[src/rtl/mips_pkg.sv]
// Shared MIPS definitions: instruction classes, opcodes and loader FSM states.
// The opcode constants are the same ones the main control decoder matches on.
package mips_pkg;

  typedef enum logic [3:0] {
    CLS_RTYPE = 4'd0,
    CLS_LW    = 4'd1,
    CLS_SW    = 4'd2,
    CLS_BEQ   = 4'd3,
    CLS_BNE   = 4'd4,
    CLS_BGTZ  = 4'd5,
    CLS_ADDI  = 4'd6,
    CLS_ANDI  = 4'd7,
    CLS_ORI   = 4'd8,
    CLS_SLTI  = 4'd9
  } instrClass_t;

  localparam logic [5:0] OP_RTYPE = 6'b000000;
  localparam logic [5:0] OP_LW    = 6'b100011;
  localparam logic [5:0] OP_SW    = 6'b101011;
  localparam logic [5:0] OP_BEQ   = 6'b000100;
  localparam logic [5:0] OP_BNE   = 6'b000101;
  localparam logic [5:0] OP_BGTZ  = 6'b000111;
  localparam logic [5:0] OP_ADDI  = 6'b001000;
  localparam logic [5:0] OP_ANDI  = 6'b001100;
  localparam logic [5:0] OP_ORI   = 6'b001101;
  localparam logic [5:0] OP_SLTI  = 6'b001010;

  typedef enum logic [1:0] {
    IDLE = 2'd0,
    LOAD = 2'd1,
    DONE = 2'd2,
    ERR  = 2'd3
  } loaderState_t;

endpackage

[src/rtl/instr_word_packer.sv]
// Combinational packer: instruction class plus fields into a 32-bit MIPS word.
// supported is low for any class code the control decoder does not handle.
module instr_word_packer
  import mips_pkg::*;
(
  input  logic [3:0]  cls,
  input  logic [4:0]  rs,
  input  logic [4:0]  rt,
  input  logic [4:0]  rd,
  input  logic [4:0]  shamt,
  input  logic [5:0]  funct,
  input  logic [15:0] imm,
  output logic [31:0] word,
  output logic        supported
);

  always_comb begin
    word      = '0;
    supported = 1'b1;
    case (cls)
      CLS_RTYPE: word = {OP_RTYPE, rs, rt, rd, shamt, funct};
      CLS_LW:    word = {OP_LW,   rs, rt, imm};
      CLS_SW:    word = {OP_SW,   rs, rt, imm};
      CLS_BEQ:   word = {OP_BEQ,  rs, rt, imm};
      CLS_BNE:   word = {OP_BNE,  rs, rt, imm};
      // bgtz has no second source register; the rt slot is architecturally zero
      CLS_BGTZ:  word = {OP_BGTZ, rs, 5'b00000, imm};
      CLS_ADDI:  word = {OP_ADDI, rs, rt, imm};
      CLS_ANDI:  word = {OP_ANDI, rs, rt, imm};
      CLS_ORI:   word = {OP_ORI,  rs, rt, imm};
      CLS_SLTI:  word = {OP_SLTI, rs, rt, imm};
      default:   supported = 1'b0;
    endcase
  end

endmodule

[src/rtl/instr_encoder_loader.sv]
// Instruction-memory loader: accepts symbolic instructions over valid/ready,
// encodes them and streams one word per cycle into the memory write port.
module instr_encoder_loader
  import mips_pkg::*;
#(
  parameter int ADDR_W = 8,
  parameter int DEPTH  = 256,
  parameter int BASE   = 0
) (
  input  logic              clk,
  input  logic              rst_n,
  input  logic              start,
  input  logic              in_valid,
  output logic              in_ready,
  input  logic [3:0]        in_class,
  input  logic              in_last,
  input  logic [4:0]        rs,
  input  logic [4:0]        rt,
  input  logic [4:0]        rd,
  input  logic [4:0]        shamt,
  input  logic [5:0]        funct,
  input  logic [15:0]       imm,
  output logic              mem_we,
  output logic [ADDR_W-1:0] mem_addr,
  output logic [31:0]       mem_wdata,
  output logic [ADDR_W:0]   count,
  output logic              done,
  output logic              full,
  output logic              error
);

  loaderState_t      state;
  loaderState_t      stateNext;
  logic              accept;
  logic [31:0]       packedWord;
  logic              supported;
  logic [ADDR_W-1:0] writeAddr;
  logic [ADDR_W:0]   countNext;
  logic              hitDepth;
  logic              vld_p1;
  logic [ADDR_W-1:0] addr_p1;
  logic [31:0]       word_p1;

  instr_word_packer packer (
    .cls       (in_class),
    .rs        (rs),
    .rt        (rt),
    .rd        (rd),
    .shamt     (shamt),
    .funct     (funct),
    .imm       (imm),
    .word      (packedWord),
    .supported (supported)
  );

  assign accept    = in_valid && in_ready;
  assign countNext = count + (ADDR_W+1)'(1);
  assign hitDepth  = (countNext == (ADDR_W+1)'(DEPTH));

  always_ff @(posedge clk or negedge rst_n) begin
    if (!rst_n) state <= IDLE;
    else        state <= stateNext;
  end

  always_comb begin
    stateNext = state;
    if (start) begin
      stateNext = LOAD;
    end else if (state == LOAD && accept) begin
      if (!supported)                stateNext = ERR;
      else if (in_last || hitDepth)  stateNext = DONE;
    end
  end

  // start wins over a same-cycle beat, so ready drops while it is high
  always_comb begin
    in_ready = (state == LOAD) && !start;
    done     = (state == DONE);
    error    = (state == ERR);
  end

  // Stage p0 -> p1: accepted beat becomes a registered memory write
  always_ff @(posedge clk or negedge rst_n) begin
    if (!rst_n) begin
      vld_p1    <= 1'b0;
      addr_p1   <= ADDR_W'(BASE);
      word_p1   <= '0;
      writeAddr <= ADDR_W'(BASE);
      count     <= '0;
      full      <= 1'b0;
    end else begin
      vld_p1 <= 1'b0;
      if (start) begin
        addr_p1   <= ADDR_W'(BASE);
        writeAddr <= ADDR_W'(BASE);
        count     <= '0;
        full      <= 1'b0;
      end else if (accept && supported) begin
        vld_p1    <= 1'b1;
        word_p1   <= packedWord;
        addr_p1   <= writeAddr;
        writeAddr <= writeAddr + ADDR_W'(1);
        count     <= countNext;
        full      <= hitDepth && !in_last;
      end
    end
  end

  assign mem_we    = vld_p1;
  assign mem_addr  = addr_p1;
  assign mem_wdata = word_p1;

endmodule
[config.mk]
export PLATFORM = sky130hd
export DESIGN_NAME = instr_encoder_loader
export DESIGN_NICKNAME = d
export VERILOG_FILES = /design/src/rtl/mips_pkg.sv /design/src/rtl/instr_word_packer.sv /design/src/rtl/instr_encoder_loader.sv
export SDC_FILE = /design/constraint.sdc
export NUM_CORES = 1
export LEC_CHECK = 0
export CORE_ASPECT_RATIO = 1.2
export CORE_MARGIN = 2
export CORE_UTILIZATION = 47
export CTS_CLUSTER_SIZE = 28
export DETAILED_ROUTE_END_ITERATION = 10
export GPL_ROUTABILITY_DRIVEN = 0
export PLACE_DENSITY = 0.8
export SLEW_MARGIN = 30
export SYNTH_ARGS = -nofsm -noshare
export SYNTH_HDL_FRONTEND = slang
export SYNTH_HIERARCHICAL = 1
export SYNTH_SLANG_ARGS = --single-unit
[constraint.sdc]
create_clock -name clk -period 2.2 [get_ports clk]
set_clock_uncertainty 0.1 [all_clocks]
set_input_delay 0.33 -clock clk [delete_from_list [all_inputs] [get_ports clk]]
set_output_delay 0.33 -clock clk [all_outputs]
set_load 0.02 [all_outputs]
==> qor.csv, run 1 <==
metric,value,unit
status,"finished, final reports clean",
post-CTS setup buffers,0,
Fillers,537,
Commonest cells post-synth,"dfrtp_1, mux2_2, nand2_1",
Synth Warn #,6,
die width,80.4,um
"delay-heaviest family, CP",buffers and inverters,
Buffers on Ports,104,
final number of max-transition violations,0,
Routed WL,7.88,mm
Placed Cells,499,
Tot GR Track Use,22.0,%
ranking of synthesized cells by area,"dfrtp_1, mux2_2, a21oi_1, nor4b_1, o2bb2ai_1",
Slew HR,66.6,%
PnR worst setup slack,0.0871,ns
CP max stage cell,clkdlybuf4s50_1,
DRT Pass-1 Iters,4,
Final Cell Area,4710,um2
CP required,1.77,ns
synthesized cell area,3290,um2
I/O pins,105,
# rows,33,
initial antenna violation count,0,
Final Critical Period,2.11,ns
share of layout cells above drive strength 1,16.8,%
post-synthesis register bit count,61,
Core Area,6810,um2
number of clock sinks,61,
f_max,473,MHz
Iter 0 DRT Violations,166,
final setup vio count,0,
clk_lat worst skew,0.33,ns
hold_ws,0.402,ns
maxcap violations,0,
"Net Count, Synth",370,
final net count,478,
mean post-synth cell area,10.4,um2
PwrDens,751,nW/um2
GRT Residual Overflow,0,
largest net degree at the start of global routing,42,
Hold Path Class,in -> async,
CP peak stage delay,0.64,ns
Die Span Y,95.7,um
Placed Area,4450,um2
number of remaining DRC errors,0,
Crit path arrival time,1.68,ns
sequence of cells on the critical path,"nor3b_2, clkdlybuf4s50_1",
Cells after Synth,316,
clock buffer depth,2,
top-count cell post-synth,dfrtp_1,
Via Count,2835,
die area,7690,um2
first-pass GRT wire length,13.0,mm
vias per cell,5.49,
peak supply drop,0.580,mV
Synth top area share,46.4,%
dominant synthesized flop cell,dfrtp_1,
Setup CP Type,reg -> out,
P_leak,1.92,nW
"antenna viol nets, final",0,
cell taking the most area after synthesis,dfrtp_1,
non-filler instance count after layout,516,
"EDFF count, synth",0,
Fin. Hold Viols,0,
slew at the pin with the worst max-slew slack,0.500,ns
clock slew at reported path FFs,0.08,ns
final core utilization,69.1,%
Worst setup SP type,flip-flop,
Crit. End Element,primary output,
CTS tree,built,
RSZ-0062 raised after global routing,no,
DP HPWL,5.66,mm
Critical path buffers and inverters,1,
vias in the first global route,2774,
final period utilization,96.0,%
CTS Buf Count,9,
root buf cell,clkbuf_8,
Async SR Flop Fraction,100,%
WL/cell,15.3,um
H-Tree Depth,3,
worst-path maximum fanout,8,
ant diodes,0,
pre-CTS setup slack,-0.0913,ns
initial core utilization,48.3,%
sequential area share after synthesis,46.4,%
Synth cell types,47,
Area Overhead vs Synth,42.9,%
[worst paths after layout]
check	cells after the start	slack (ns)	to	startpoint
setup / recovery	2	0.09	in_ready	state[0]$_DFFE_PN0P_
hold / removal	2	0.40	mem_wdata[4]$_DFFE_PN0P_	rst_n
setup reg to reg	6	0.15	full$_DFFE_PN0P_	count[1]$_DFFE_PN0P_
hold reg to reg	1	0.41	mem_wdata[15]$_DFFE_PN0P_	mem_wdata[15]$_DFFE_PN0P_
max in group asynchronous	3	1.01	writeAddr[7]$_DFFE_PN0P_	rst_n
min in group clk	1	0.41	mem_wdata[15]$_DFFE_PN0P_	mem_wdata[15]$_DFFE_PN0P_
[through the flow]
step	total power [mW]	setup TNS, ns
after CTS	3.57	0
after detailed placement	2.34	-0.562
final	3.53	0
after global placement	2.32	-0.583
after global routing	3.69	0
after floorplan	1.84	0
[layer usage]
| layer | GRT usage, % | wire (um) | vias up | part of all wire (%) |
|---|---|---|---|---|
| met1 | 27.3 | 3260 | 1359 | 41 |
| met4 | 13.0 | 316 | 0 | 4.0 |
| met2 | 35.8 | 3870 | 106 | 49 |
| met3 | 4.22 | 427 | 25 | 5.4 |
| met5 | 0 | 0 | - | 0 |
| li1 | - | - | 1345 | - |
[registers in the layout, summed over array words and instances (netlist names)]
signal and cells:
mem_addr 8, writeAddr 8, full 1, state 2, mem_wdata 32, mem_we 1
count 9
[report_power, final]
group / total [mW] / internal [mW] / switching [mW]
sequential: 1.36 / 1.27 / 0.0865
clock: 1.22 / 0.758 / 0.464
combinational: 0.957 / 0.514 / 0.442
[final cells by class]
type,instances,area [um2],share of cell area (%)
clock inverters,7,124,2.63
repair buffers,123,1210,25.6
flip-flops and latches,61,1530,32.4
inverters,4,15.0,0.319
multi-input cells,225,1600,34.1
well taps,87,109,2.31
clock buffers,9,124,2.63
[worst register-to-register path, stage by stage (launching register included)]
cell,delay (ns)
dfrtp_1,0.43
ha_1,0.24
nand2_1,0.11
xor2_1,0.15
o41ai_1,0.27
o221ai_1,0.27
o41ai_1,0.37
[cell usage in the layout, fill, tap and decap left out, drive strengths merged, types with 4 or more instances in the layout]
cell and count:
a21oi 30, dfrtp 61, o2bb2ai 16, xor2 9
and2 11, nor2 21, clkbuf 9, buf 19
o21ai 4, nand4 5, inv 4, mux2 33
nor2b 4, xnor2 6, nand2 33, nor4b 17
clkdlybuf4s50 103
[repair_timing]
action	CTS	global route
hold buffers	1	0
gates resized for setup	0	0
endpoints found under the hold margin	20	0
[logic make-up after synthesis]
kind of cell	count (synthesis)	share of synthesized area [%]
DFF	61	46.4
and+or+nand+nor	111	19.7
other	1	0.114
buffers and inverters	30	5.01
muxes	34	11.6
adders and majority gates	3	1.14
xor gates and xnor gates	15	3.99
AOI/OAI and AO/OA	61	12.1
No activity file was read; power rests on OpenSTA's default activity.
==> run 2, diff against run 1 <==
--- a/config.mk
+++ b/config.mk
@@ -5,7 +5,8 @@
 export SDC_FILE = /design/constraint.sdc
 export NUM_CORES = 1
 export LEC_CHECK = 0
-export CORE_ASPECT_RATIO = 1.2
+export ABC_AREA = 1
+export CORE_ASPECT_RATIO = 0.8
 export CORE_MARGIN = 2
 export CORE_UTILIZATION = 47
 export CTS_CLUSTER_SIZE = 28
==> qor.csv, run 2 <==
metric,value,unit,change
hold_ws,0.371,ns,-0.0317 ns
Top Usage Layer GRT,met2,,
CTS Buf Count,9,,unchanged
post-CTS setup buffers,0,,unchanged
Psw,1.09,mW,+9.5%
clock buffer depth,2,,unchanged
cell taking the most area after synthesis,dfrtp_1,,
Area Overhead vs Synth,41.3,%,
synthesized cell area,3300,um2,about the same
DRT Pass-1 Iters,4,,unchanged
final number of max-transition violations,0,,unchanged
final setup vio count,0,,unchanged
met3 Track Usage GR,7.13,%,+2.9 points
dominant synthesized flop cell,dfrtp_1,,
first-pass GRT wire length,13.4,mm,+2.9%
met1 Use GR,26.7,%,-0.54 points
Critical path buffers and inverters,2,,+1
Crit path arrival time,1.63,ns,-0.05 ns
"commonest non-fill, non-tap cell in the layout",nand2_1,,
P_leak,2.37,nW,+23%
clock network power share,28.9,%,-5.7 points
"antenna viol nets, final",0,,unchanged
initial antenna violation count,0,,unchanged
Via Count,3172,,+12%
share of layout cells above drive strength 1,8.09,%,-8.7 points
start of the worst register-to-register path,count[1]$_DFFE_PN0P_,,
DP HPWL,5.94,mm,+5.0%
"Hold-fix buffers, CTS",1,,unchanged
worst-path maximum fanout,3,,-5
mean post-synth cell area,7.13,um2,-32%
"delay-heaviest family, CP",buffers and inverters,,
Routed WL,7.89,mm,+0.15%
root buf cell,clkbuf_8,,
"EDFF count, synth",0,,unchanged
Worst setup SP type,flip-flop,,
f_max,486,MHz,+2.7%
met2 Use GR,36.6,%,+0.72 points
hold path cells,2,,
CP max stage cell,clkdlybuf4s50_1,,
CTS tree,built,,
internal power,2.33,mW,-8.3%
Tot GR Track Use,21.6,%,-0.43 points
# rows,27,,-18%
Fin Setup TNS,0,ns,unchanged
pre-CTS setup slack,0.0144,ns,+0.106 ns
"Net Count, Synth",516,,+39%
Core Area,6820,um2,+0.17%
largest net degree at the start of global routing,34,,-19%
CP required,1.77,ns,about the same
Buffers on Ports,104,,unchanged
Die Span Y,78.9,um,-18%
Final Critical Period,2.06,ns,-0.0559 ns
Crit. End Element,primary output,,
post-synthesis register bit count,61,,unchanged
GRT Residual Overflow,0,,unchanged
Post-CTS Resized,0,,unchanged
sequential share of power,41.2,%,+2.8 points
die width,97.6,um,+21%
clock slew at reported path FFs,0.07,ns,about the same
top-count cell post-synth,nand2_1,,
Setup CP Type,reg -> out,,
Async SR Flop Fraction,100,%,unchanged
number of remaining DRC errors,0,,unchanged
Iter 0 DRT Violations,150,,-9.6%
maxcap violations,0,,unchanged
max reg flops,32,,unchanged
H-Tree Depth,3,,unchanged
vias per cell,4.75,,-14%
Worst Min Path Start,mem_wdata[7]$_DFFE_PN0P_,,
peak supply drop,0.402,mV,-31%
Cells after Synth,462,,+46%
vias in the first global route,2999,,+8.1%
sequential area share after synthesis,46.3,%,about the same
Hold Crit Endpoint,mem_wdata[7]$_DFFE_PN0P_,,
sequence of cells on the critical path,"inv_1, nand2_1, nor2_2, clkdlybuf4s50_1",,
Synth top area share,46.3,%,about the same
PnR worst setup slack,0.143,ns,+0.0559 ns
ranking of synthesized cells by area,"dfrtp_1, nand2_1, nor2_1, inv_1, nand3_1",,
PwrDens,734,nW/um2,-2.3%
die area,7700,um2,about the same
ant diodes,0,,unchanged
CP peak stage delay,0.61,ns,-0.03 ns
Synth Warn #,6,,unchanged
Commonest cells post-synth,"nand2_1, dfrtp_1, nor2_1",,
Fin. Hold Viols,0,,unchanged
Synth cell types,27,,-43%
number of clock sinks,61,,unchanged
Reg2Reg Depth,10,,+4
Reg2Reg Setup Slack,0.38,ns,+0.23 ns
initial core utilization,48.3,%,about the same
clk_lat worst skew,0.34,ns,about the same
RR Endpoint,state[0]$_DFFE_PN0P_,,
final net count,630,,+32%
status,"finished, final reports clean",,
Hold Path Class,reg -> reg,,
share of power burned in combinational logic,29.9,%,+2.8 points
Switching Share,31.8,%,+3.7 points
most frequent cells in the layout,"nand2_1, clkdlybuf4s50_1, dfrtp_1, nor2_1, inv_1",,
final period utilization,93.5,%,-2.5 points
RSZ-0062 raised after global routing,no,,
I/O pins,105,,unchanged
WL/cell,11.8,um,-23%
[run 2: cell types whose count changed after synthesis, sizes merged, moves of 17 or more]
cell and delta:
nand3 +22, o21ai +20, a21oi -23, nor2 +45, nor4b -17, mux2 -33
inv +50, nand2 +159
[run 2: stage by stage]
stage                     power [mW]  instances  area, um2  util (%)
after floorplan                 1.89        462       3300         -
after CTS                       3.46        668       4660      68.2
final                           3.42        668       4660      68.2
after global placement          2.43        651       4450      65.1
after global routing            3.61        668       4660      68.2
after detailed placement        2.45        651       4450      65.1
[run 2: area by class of cell]
| cell class | instances | area, um2 |
|---|---|---|
| multi-input combinational | 329 | 1430 |
| clock buffer | 10 | 138 |
| clock inverter | 6 | 62.6 |
| inverter | 55 | 209 |
| timing repair buffer | 120 | 1180 |
| tap | 87 | 109 |
| sequential | 61 | 1530 |
| fill | 584 | 2170 |
[run 2: kinds of logic (layout without fill, tap and decap cells)]
family	Yosys count	in the layout	share of synthesized area, %
AO/OA/AOI/OAI	32	32	4.90
XOR/XNOR	1	1	0.266
adder cells (fa/ha/maj)	3	3	1.14
buffers and inverters	72	191	10.4
flip-flops	61	61	46.3
other	1	1	0.114
AND/OR/NAND/NOR	292	292	36.9
[run 2: worst register-to-register path, cell delays in order (launching register included)]
cell and delay [ns]:
dfrtp_1 0.46, ha_1 0.26, nand2_2 0.11, o21ai_1 0.18
nand3_1 0.09, nor2_1 0.11, nand3_1 0.12, nand2_1 0.10
nand2_1 0.07, nand2_1 0.06, nand2_1 0.04
[run 2: worst max-delay path by stage]
stage / start / end / slack (ns) / cells past startpoint
floorplan: count[1]$_DFFE_PN0P_ / state[0]$_DFFE_PN0P_ / 0.48 / 12
global route: state[1]$_DFFE_PN0P_ / in_ready / 0.04 / 4
detailed placement: in_class[3] / count[4]$_DFFE_PN0P_ / 0.01 / 9
global placement: in_class[3] / count[3]$_DFFE_PN0P_ / 0.11 / 9
CTS: state[1]$_DFFE_PN0P_ / in_ready / 0.14 / 4
finish: state[1]$_DFFE_PN0P_ / in_ready / 0.14 / 4
[run 2: layer usage]
metal | part of all wire (%) | vias up
li1 | - | 1632
met1 | 45 | 1421
met2 | 46 | 108
met3 | 7.3 | 11
met4 | 1.5 | 0
met5 | 0 | -
[run 2: power by group through the flow]
stage	clock network (mW)	logic (mW)	registers, mW
floorplan	0	0.274	1.62
finish	0.988	1.02	1.41
detailed placement	0	1.03	1.42
global placement	0	1.01	1.42
global route	1.08	1.11	1.43
CTS	1.02	1.03	1.41
==> run 3, diff against run 2 <==
--- a/config.mk
+++ b/config.mk
@@ -6,14 +6,13 @@
 export NUM_CORES = 1
 export LEC_CHECK = 0
 export ABC_AREA = 1
-export CORE_ASPECT_RATIO = 0.8
+export CORE_ASPECT_RATIO = 1.4
 export CORE_MARGIN = 2
 export CORE_UTILIZATION = 47
 export CTS_CLUSTER_SIZE = 28
 export DETAILED_ROUTE_END_ITERATION = 10
 export GPL_ROUTABILITY_DRIVEN = 0
 export PLACE_DENSITY = 0.8
-export SLEW_MARGIN = 30
 export SYNTH_ARGS = -nofsm -noshare
 export SYNTH_HDL_FRONTEND = slang
 export SYNTH_HIERARCHICAL = 1
==> qor.csv, run 3 (synthesis results as in run 2) <==
metric,value,unit,change
Hold Path Class,reg -> reg,,
Tot GR Track Use,22.4,%,+0.77 points
Routed WL,7.95,mm,+0.76%
status,"finished, final reports clean",,
Slew HR,65.4,%,
final setup vio count,0,,unchanged
share of power burned in combinational logic,30.2,%,+0.3 points
clk_lat worst skew,0.33,ns,about the same
Psw,1.09,mW,+0.57%
Buffers on Ports,104,,unchanged
non-filler instance count after layout,675,,+1.0%
DRT Pass-1 Iters,4,,unchanged
die width,74.8,um,-23%
PnR worst setup slack,0.139,ns,-0.00361 ns
Final Cell Area,4650,um2,-0.13%
share of layout cells above drive strength 1,7.76,%,-0.33 points
I/O pins,105,,unchanged
sequence of cells on the critical path,"inv_1, nand2_1, nor2_2, clkdlybuf4s50_1",,
Fin Setup TNS,0,ns,unchanged
Crit path arrival time,1.63,ns,about the same
root buf cell,clkbuf_8,,
total power draw,3.39,mW,-0.68%
final number of max-transition violations,0,,unchanged
Die Span Y,103,um,+31%
register area,1530,um2,unchanged
vias per cell,4.77,,+0.49%
Setup CP Type,reg -> out,,
initial antenna violation count,0,,unchanged
PwrDens,730,nW/um2,-0.54%
RSZ-0062 raised after global routing,no,,
Top Usage Layer GRT,met2,,
largest net degree at the start of global routing,41,,+21%
clock buffer depth,2,,unchanged
Core Area,6890,um2,+0.99%
GRT Residual Overflow,0,,unchanged
number of clock sinks,61,,unchanged
Placed Area,4450,um2,about the same
Final Critical Period,2.06,ns,+0.00361 ns
final period utilization,93.7,%,+0.16 points
first-pass GRT wire length,13.4,mm,+0.36%
met3 Track Usage GR,3.23,%,-3.9 points
CP peak stage delay,0.64,ns,+0.03 ns
pre-CTS setup slack,0.0634,ns,+0.0490 ns
Fin. Hold Viols,0,,unchanged
WL/cell,11.8,um,-0.28%
f_max,485,MHz,-0.18%
maxcap violations,0,,unchanged
most frequent cells in the layout,"nand2_1, clkdlybuf4s50_1, dfrtp_1, nor2_1, inv_1",,
sequential share of power,41.5,%,+0.3 points
initial core utilization,47.8,%,-0.47 points
clock slew at reported path FFs,0.07,ns,about the same
RR Endpoint,state[1]$_DFFE_PN0P_,,
multi-input logic area,1430,um2,unchanged
CTS Buf Count,9,,unchanged
Reg2Reg Setup Slack,0.31,ns,-0.07 ns
slew at the pin with the worst max-slew slack,0.519,ns,
peak supply drop,0.567,mV,+41%
vias in the first global route,3059,,+2.0%
Reg2Reg Depth,12,,+2
internal power,2.30,mW,-1.3%
die area,7710,um2,about the same
CP required,1.77,ns,about the same
Critical Path Start,state[1]$_DFFE_PN0P_,,
Area Overhead vs Synth,41.1,%,
"commonest non-fill, non-tap cell in the layout",nand2_1,,
worst-path maximum fanout,3,,unchanged
met2 Use GR,38.9,%,+2.3 points
# rows,36,,+33%
max reg flops,32,,unchanged
number of remaining DRC errors,0,,unchanged
Placed Cells,658,,+1.1%
Worst setup SP type,flip-flop,,
met1 Use GR,26.6,%,-0.17 points
"antenna viol nets, final",0,,unchanged
ant diodes,0,,unchanged
Switching Share,32.2,%,+0.40 points
final net count,629,,-0.16%
clock network power share,28.4,%,-0.5 points
Via Count,3221,,+1.5%
Crit. End Element,primary output,,
Critical Path End,in_ready,,
Iter 0 DRT Violations,177,,+18%
P_leak,2.36,nW,-0.41%
CP max stage cell,clkdlybuf4s50_1,,
H-Tree Depth,3,,unchanged
start of the worst register-to-register path,count[1]$_DFFE_PN0P_,,
DP HPWL,6.10,mm,+2.5%
Fillers,610,,+4.5%
Post-CTS Resized,0,,unchanged
CTS tree,built,,
[run 3: changes by cell type in the layout (fill, tap and decap cells not counted)]
| cell | before | now |
|---|---|---|
| clkbuf_1 | 0 | 1 |
| clkinvlp_4 | 3 | 2 |
| buf_4 | 13 | 12 |
| clkinv_4 | 0 | 1 |
| clkbuf_8 | 10 | 9 |
[run 3: routing by layer]
| layer | vias to the layer above | routed length [um] |
|---|---|---|
| li1 | 1622 | - |
| met1 | 1476 | 3040 |
| met2 | 101 | 4350 |
| met3 | 22 | 338 |
| met4 | 0 | 219 |
| met5 | - | 0 |
[run 3: timing repair]
| action | in CTS | in global routing |
|---|---|---|
| hold buffers | 1 | 0 |
| buffers inserted | 0 | 0 |
| endpoints found under the hold margin | 21 | 0 |
[run 3: how the worst min path moves through the flow]
stage                                   start  slack [ns]                        end  cells past startpoint
floorplan                               rst_n       -0.07       count[0]$_DFFE_PN0P_                      0
global placement                        rst_n        0.23       state[1]$_DFFE_PN0P_                      1
detailed placement                      rst_n        0.23       state[1]$_DFFE_PN0P_                      1
CTS                 mem_wdata[30]$_DFFE_PN0P_        0.37  mem_wdata[30]$_DFFE_PN0P_                      2
global route        mem_wdata[29]$_DFFE_PN0P_        0.40  mem_wdata[29]$_DFFE_PN0P_                      2
finish              mem_wdata[30]$_DFFE_PN0P_        0.37  mem_wdata[30]$_DFFE_PN0P_                      2
[run 3: layout make-up]
type	instances	area share, %
flip-flops and latches	61	32.8
inverters	55	4.49
repair buffers	119	25.3
well taps	95	2.56
clock inverters	6	1.37
clock buffers	10	2.74
multi-input cells	329	30.7
[run 3: power by group through the flow]
stage | combinational (mW) | sequential, mW | clock, mW
4_1_cts | 1.04 | 1.41 | 0.974
6_report | 1.02 | 1.41 | 0.963
3_3_place_gp | 1.01 | 1.42 | 0
2_1_floorplan | 0.274 | 1.62 | 0
3_5_place_dp | 1.03 | 1.43 | 0
5_1_grt | 1.11 | 1.43 | 1.01
[run 3: per-stage QoR]
stage                     utilization (%)  hold WS, ns
after global placement               64.5        0.230
after floorplan                         -      -0.0656
after detailed placement             64.5        0.235
after global routing                 67.5        0.402
final                                67.5        0.372
after CTS                            67.5        0.375
[run 3: worst max-delay path: cells and delay by family (launching register included)]
family	cells	cell delay, ns
buffers and inverters	2	0.72
flip-flops	1	0.41
AND/OR/NAND/NOR	2	0.18
==> RTL change 1 (flow settings as in run 2) <==
The parameter `ADDR_W` goes from 8 to 9.
--- a/src/rtl/instr_encoder_loader.sv
+++ b/src/rtl/instr_encoder_loader.sv
@@ -5,3 +5,3 @@
 #(
-  parameter int ADDR_W = 8,
+  parameter int ADDR_W = 9,
   parameter int DEPTH  = 256,
Ports: changed (resized count and mem_addr); port bits go from 105 to 107. The function was not compared with the original's and may differ.
==> RTL change 1 against run 2 <==
Largest power group unchanged; sequential cell count is 3 higher; largest cell class unchanged; highest routed layer unchanged; wire length up 6.9%; power rose by 1.9%; register-to-register slack worse by 0.11 ns; setup slack better by 0.019 ns; final area rose by 2.2%; area after synthesis up 3.1%; hold slack improved by 0.0016 ns.
==> RTL change 1: results (changes against run 2) <==
Route
The count of TritonRoute iterations in the first routing pass was 5 (+1). Routed signal wires occupy layers up through met4. The iteration-0 DRC count of the detailed router is 156 (+4.0%).

The routed wire length on met2 was 3820 um (+5.4%). The total length of routed met3 wires is 789 um (+36%). The post-route DRC violation count is 0 (unchanged). The detail-routed via count per cell is 4.84 (+1.9%). The average routed wire per standard cell is 12.5 um (+5.7%). The wire length on met1 is 3770 um (+5.9%).

Logic synthesis
The synthesized net count is 522 (+1.2%). The average instance area after synthesis is 7.24 um2 (+1.5%). The sequential fraction of the synthesis area is 0.471 (+0.00828).

The proportion of register bits with asynchronous set or reset after synthesis was 1.00 (unchanged). The most used flip-flop cell after synthesis is sky130_fd_sc_hd__dfrtp_1. The most frequent cell after synthesis is sky130_fd_sc_hd__nand2_1.

The number of different library cells in the post-synthesis netlist is 30 (+11%). In the synthesized netlist, the cells that appear most often are sky130_fd_sc_hd__nand2_1, sky130_fd_sc_hd__dfrtp_1, sky130_fd_sc_hd__nor2_1, sky130_fd_sc_hd__inv_1, sky130_fd_sc_hd__o21ai_0. The number of synthesis warnings is 6 (unchanged).

By area the synthesized netlist is led by sky130_fd_sc_hd__dfrtp_1, sky130_fd_sc_hd__nand2_1, sky130_fd_sc_hd__nor2_1, sky130_fd_sc_hd__inv_1, sky130_fd_sc_hd__o21ai_0.

STA
The relative max-transition margin is 0.656.

GRT
The total grt overflow is 0 (unchanged). The via count of the first global-routing pass is 3152 (+5.1%). The largest net degree at the start of global routing is 65 (+91%). The overall track demand over capacity in global routing came to 0.225 (+0.00855). The number of antenna violations at the first check in global routing was 0 (unchanged).

The wire length of the first global-routing pass is 14200 um (+6.6%).

Cells and area
The number of flip-flops under the largest register name is 32 (unchanged). The antenna diode count is 0 (unchanged). The total number of nets in the final design came to 637 (+1.1%). The ratio of cells with drive above 1 in the final layout came to 0.0764 (-0.00449). The number of non-filler instances in the completed layout was 676 (+1.2%).

Power and ir drop
The static leakage came to 2.41 nW (+1.8%). The maximum vdd ir drop is 0.420 mV (+4.5%). The internal power consumption is 0.00236 W (+1.2%).

CTS
The post-CTS resize count is 0 (unchanged). The worst-case clock buffer depth came to 2 (unchanged). The buffer type at the clock tree root is sky130_fd_sc_hd__clkbuf_8. The number of buffers added for setup after CTS is 0 (unchanged). The quantity of hold-fixing buffers added after cts is 1 (unchanged). The clock transition at the registers of the reported paths is 0.07 ns (about the same).

The number of buffers added by the clock tree synthesis step is 9 (unchanged). The number of H-tree branching levels is 3 (unchanged). The clock reaches the later pin of the worst-skew pair after 0.33 ns.

Worst setup path
The maximum fanout along the worst path is 3 (unchanged). The signal arrival time at the worst endpoint is 1.61 ns (-0.02 ns).

Place
The number of cells after detailed placement was 659 (+1.2%). The HPWL reported at the end of detailed placement is 6360 um (+7.0%). The number of port buffers was 106 (+1.9%).

Worst hold path
The path class of the tightest hold or removal check is register to register.

Outcome
The flow ran to the end, and the final reports show no timing, DRC or antenna violations.
[RTL change 1: area by class of cell]
cell class                      count  area (um2)
Tap cell                           87         109
Fill cell                         548        2170
Multi-Input combinational cell    327        1440
Sequential cell                    64        1600
Timing Repair Buffer              121        1180
Clock inverter                      7        71.3
Clock buffer                        9         124
Inverter                           61         231
[RTL change 1: logic make-up (layout without fill, tap and decap cells)]
| kind of cell | after synthesis | in the layout | synth area share |
|---|---|---|---|
| flops | 64 | 64 | 0.471 |
| simple gates | 286 | 286 | 0.350 |
| fa+ha+maj | 2 | 2 | 0.00737 |
| xor+xnor | 2 | 2 | 0.00516 |
| other cells | 1 | 1 | 0.00110 |
| compound gates | 36 | 36 | 0.0597 |
| buf+inv | 78 | 198 | 0.106 |
[RTL change 1: worst paths after layout]
kind                                                from                        to  slack (ns)  cells past startpoint
max in group asynchronous                          rst_n  writeAddr[0]$_DFFE_PN0P_        1.30                      3
worst min-delay path            mem_wdata[4]$_DFFE_PN0P_  mem_wdata[4]$_DFFE_PN0P_        0.37                      2
worst max register to register      count[0]$_DFFE_PN0P_      state[0]$_DFFE_PN0P_        0.27                     11
worst min register to register  mem_wdata[4]$_DFFE_PN0P_  mem_wdata[4]$_DFFE_PN0P_        0.37                      2
min in group asynchronous                          rst_n      count[3]$_DFFE_PN0P_        0.44                      3
worst max-delay path                state[1]$_DFFE_PN0P_                  in_ready        0.16                      4
[RTL change 1: power by group through the flow]
stage	logic (W)	registers, W	clock network (W)
2_1_floorplan	0.000275	0.00167	0
3_3_place_gp	0.00102	0.00147	0
3_5_place_dp	0.00104	0.00148	0
4_1_cts	0.00104	0.00146	0.00101
5_1_grt	0.00112	0.00148	0.00107
6_report	0.00103	0.00146	0.000994
[RTL change 1: worst max-delay path: stages (launching register included)]
cell and delay, ns:
sky130_fd_sc_hd__dfrtp_1 0.40, sky130_fd_sc_hd__inv_1 0.08, sky130_fd_sc_hd__nand2_1 0.08, sky130_fd_sc_hd__nor2_4 0.12, sky130_fd_sc_hd__clkdlybuf4s50_1 0.61
[RTL change 1: metal layers]
metal	track usage	up-vias
met5	0	-
met4	0.0795	0
met3	0.0771	6
met2	0.353	117
met1	0.290	1501
li1	-	1648
[RTL change 1: per-stage QoR]
stage	worst slack [ns]	total power (W)	instance area, um2
finish	0.162	0.00348	4760
global route	0.0560	0.00367	4760
CTS	0.145	0.00351	4760
detailed placement	-0.0494	0.00251	4550
global placement	0.0602	0.00250	4550
floorplan	0.469	0.00195	3400
==> RTL change 2 (config.mk and constraints of run 2) <==
Without the edit above. Make the reset (`rst_n`) synchronous in 2 clocked blocks.
--- a/src/rtl/instr_encoder_loader.sv
+++ b/src/rtl/instr_encoder_loader.sv
@@ -59,3 +59,3 @@
 
-  always_ff @(posedge clk or negedge rst_n) begin
+  always_ff @(posedge clk) begin
     if (!rst_n) state <= IDLE;
@@ -82,3 +82,3 @@
   // Stage p0 -> p1: accepted beat becomes a registered memory write
-  always_ff @(posedge clk or negedge rst_n) begin
+  always_ff @(posedge clk) begin
     if (!rst_n) begin
Formal check against the unedited RTL: differs if rst_n is asserted again (counterexample within 4 cycles, from zero or initial values and one cycle with rst_n low); with rst_n held inactive, the same outputs for 10 cycles.
==> RTL change 2 against run 2 <==
Core utilization increased by 0.85 points; final area decreased by 5.9%; setup slack got worse by 0.033 ns; count of clock-buffer cells in the layout decreased by 1; wire length increased by 1.5%; critical path type is now input port to primary output; sequential share of layout area decreased by 4.9 points; sequential cell count unchanged; area after synthesis decreased by 6.9%.
Power is not compared: it rests on default switching activity, and its combinational part moved more than twofold at a synthesized area within 25%.
==> RTL change 2: results (changes against run 2) <==
Logic synthesis
The number of different library cells in the post-synthesis netlist was 28 (+3.7%). The average instance area after synthesis is 6.57 um2 (-7.9%). In the post-synthesis netlist, the biggest area contributors are sky130_fd_sc_hd__dfxtp_1, sky130_fd_sc_hd__nor2_1, sky130_fd_sc_hd__nand2_1, sky130_fd_sc_hd__o21ai_0, sky130_fd_sc_hd__inv_1. The synthesized net count came to 521 (+0.97%). The compound-cell area share of the yosys netlist was 0.133 (+0.0840).

The proportion of register bits with asynchronous set or reset after synthesis is 0 (-1.00). The most used flip-flop cell after synthesis is sky130_fd_sc_hd__dfxtp_1. Sorting the synthesized cells by how often they occur yields sky130_fd_sc_hd__nor2_1, sky130_fd_sc_hd__nand2_1, sky130_fd_sc_hd__dfxtp_1, sky130_fd_sc_hd__inv_1, sky130_fd_sc_hd__o21ai_0. The xor and xnor fraction of the mapped netlist area is 0.00286 (+0.000198). The sequential fraction of the synthesis area is 0.398 (-0.0650).

Cells and area
The number of inverters outside the clock class in the layout is 57 (+3.6%). The area fraction of clock buffers and clock inverters is 0.0454 (+0.00240). The count of multi-input gates is 328 (-0.30%). The number of clock buffers in the layout came to 9 (-1). The portion of the layout cell area used by non-clock buffers is 0.263 (+0.00847). The final-layout fill cell count is 550 (-5.8%). The non-clock buffer instance count of the final layout is 117 (-2.5%). The multi-input logic portion of the cell area is 0.340 (+0.0332). The fraction of area in registers came to 0.279 (-0.0492).

The total number of nets in the final design is 628 (-0.32%).

Worst setup path
The signal arrival time at the worst endpoint is 1.66 ns (+0.03 ns). The reg-to-reg endpoint is state[0]$_SDFFE_PN0P_. The maximum fanout along the worst path is 4 (+1). The maximum cell stage delay along the critical path is 0.63 ns (+0.02 ns). In this run the critical register-to-register path is launched from count[1]$_SDFFE_PP0P_.

Route
The total length of routed met3 wires is 577 um (-0.35%). The post-detailed-routing wire length is 8010 um (+1.5%). The wire length on met1 is 3610 um (+1.2%).

The detail-routed via count per cell was 4.81 (+1.4%). The iteration-0 DRC count of the detailed router was 93 (-38%). The average routed wire per standard cell is 12.1 um (+2.3%).

Place
The worst setup slack after placement is 0.0529 ns (+0.0385 ns). The cell area after placement is 0.00418 mm2 (-5.9%). The HPWL reported at the end of detailed placement is 5760 um (-3.0%).

The number of cells after detailed placement is 647 (-0.61%).

GRT
The met3 usage is 0.0890 (+0.0177). The largest net degree at the start of global routing is 33 (-2.9%). The wire length of the first global-routing pass is 14000 um (+4.8%).

The global routing usage on met1 is 0.297 (+0.0298). The via count of the first global-routing pass came to 3166 (+5.6%). The met2 routing resource usage after global routing is 0.398 (+0.0323). The overall track demand over capacity in global routing is 0.242 (+0.0262).

Outcome
The flow ran to the end, and the final reports show no timing, DRC or antenna violations.

Floorplan
The number of cell rows is 26 (-3.7%).

Worst hold path
The end point of the worst hold path is mem_addr[4]$_SDFFE_PP0P_.
[RTL change 2: worst max-delay path by stage]
| stage | start | end | slack, ns | cells after the start |
|---|---|---|---|---|
| 5_1_grt | start | in_ready | 0.09 | 3 |
| 3_5_place_dp | in_class[3] | mem_wdata[11]$_SDFFE_PN0P_ | 0.05 | 10 |
| 4_1_cts | start | in_ready | 0.11 | 3 |
| 3_3_place_gp | in_class[1] | writeAddr[6]$_SDFFE_PP0P_ | 0.12 | 13 |
| 6_report | start | in_ready | 0.11 | 3 |
| 2_1_floorplan | count[1]$_SDFFE_PP0P_ | state[0]$_SDFFE_PN0P_ | 0.49 | 12 |
[RTL change 2: power breakdown]
part | leakage, nW | switching [W] | internal [W] | total (W)
logic | 1.42 | 0.000177 | 0.000180 | 0.000357
registers | 0.494 | 0.0000163 | 0.00113 | 0.00115
clock network | 0.104 | 0.000479 | 0.000528 | 0.00101
total | 2.02 | 0.000673 | 0.00184 | 0.00251
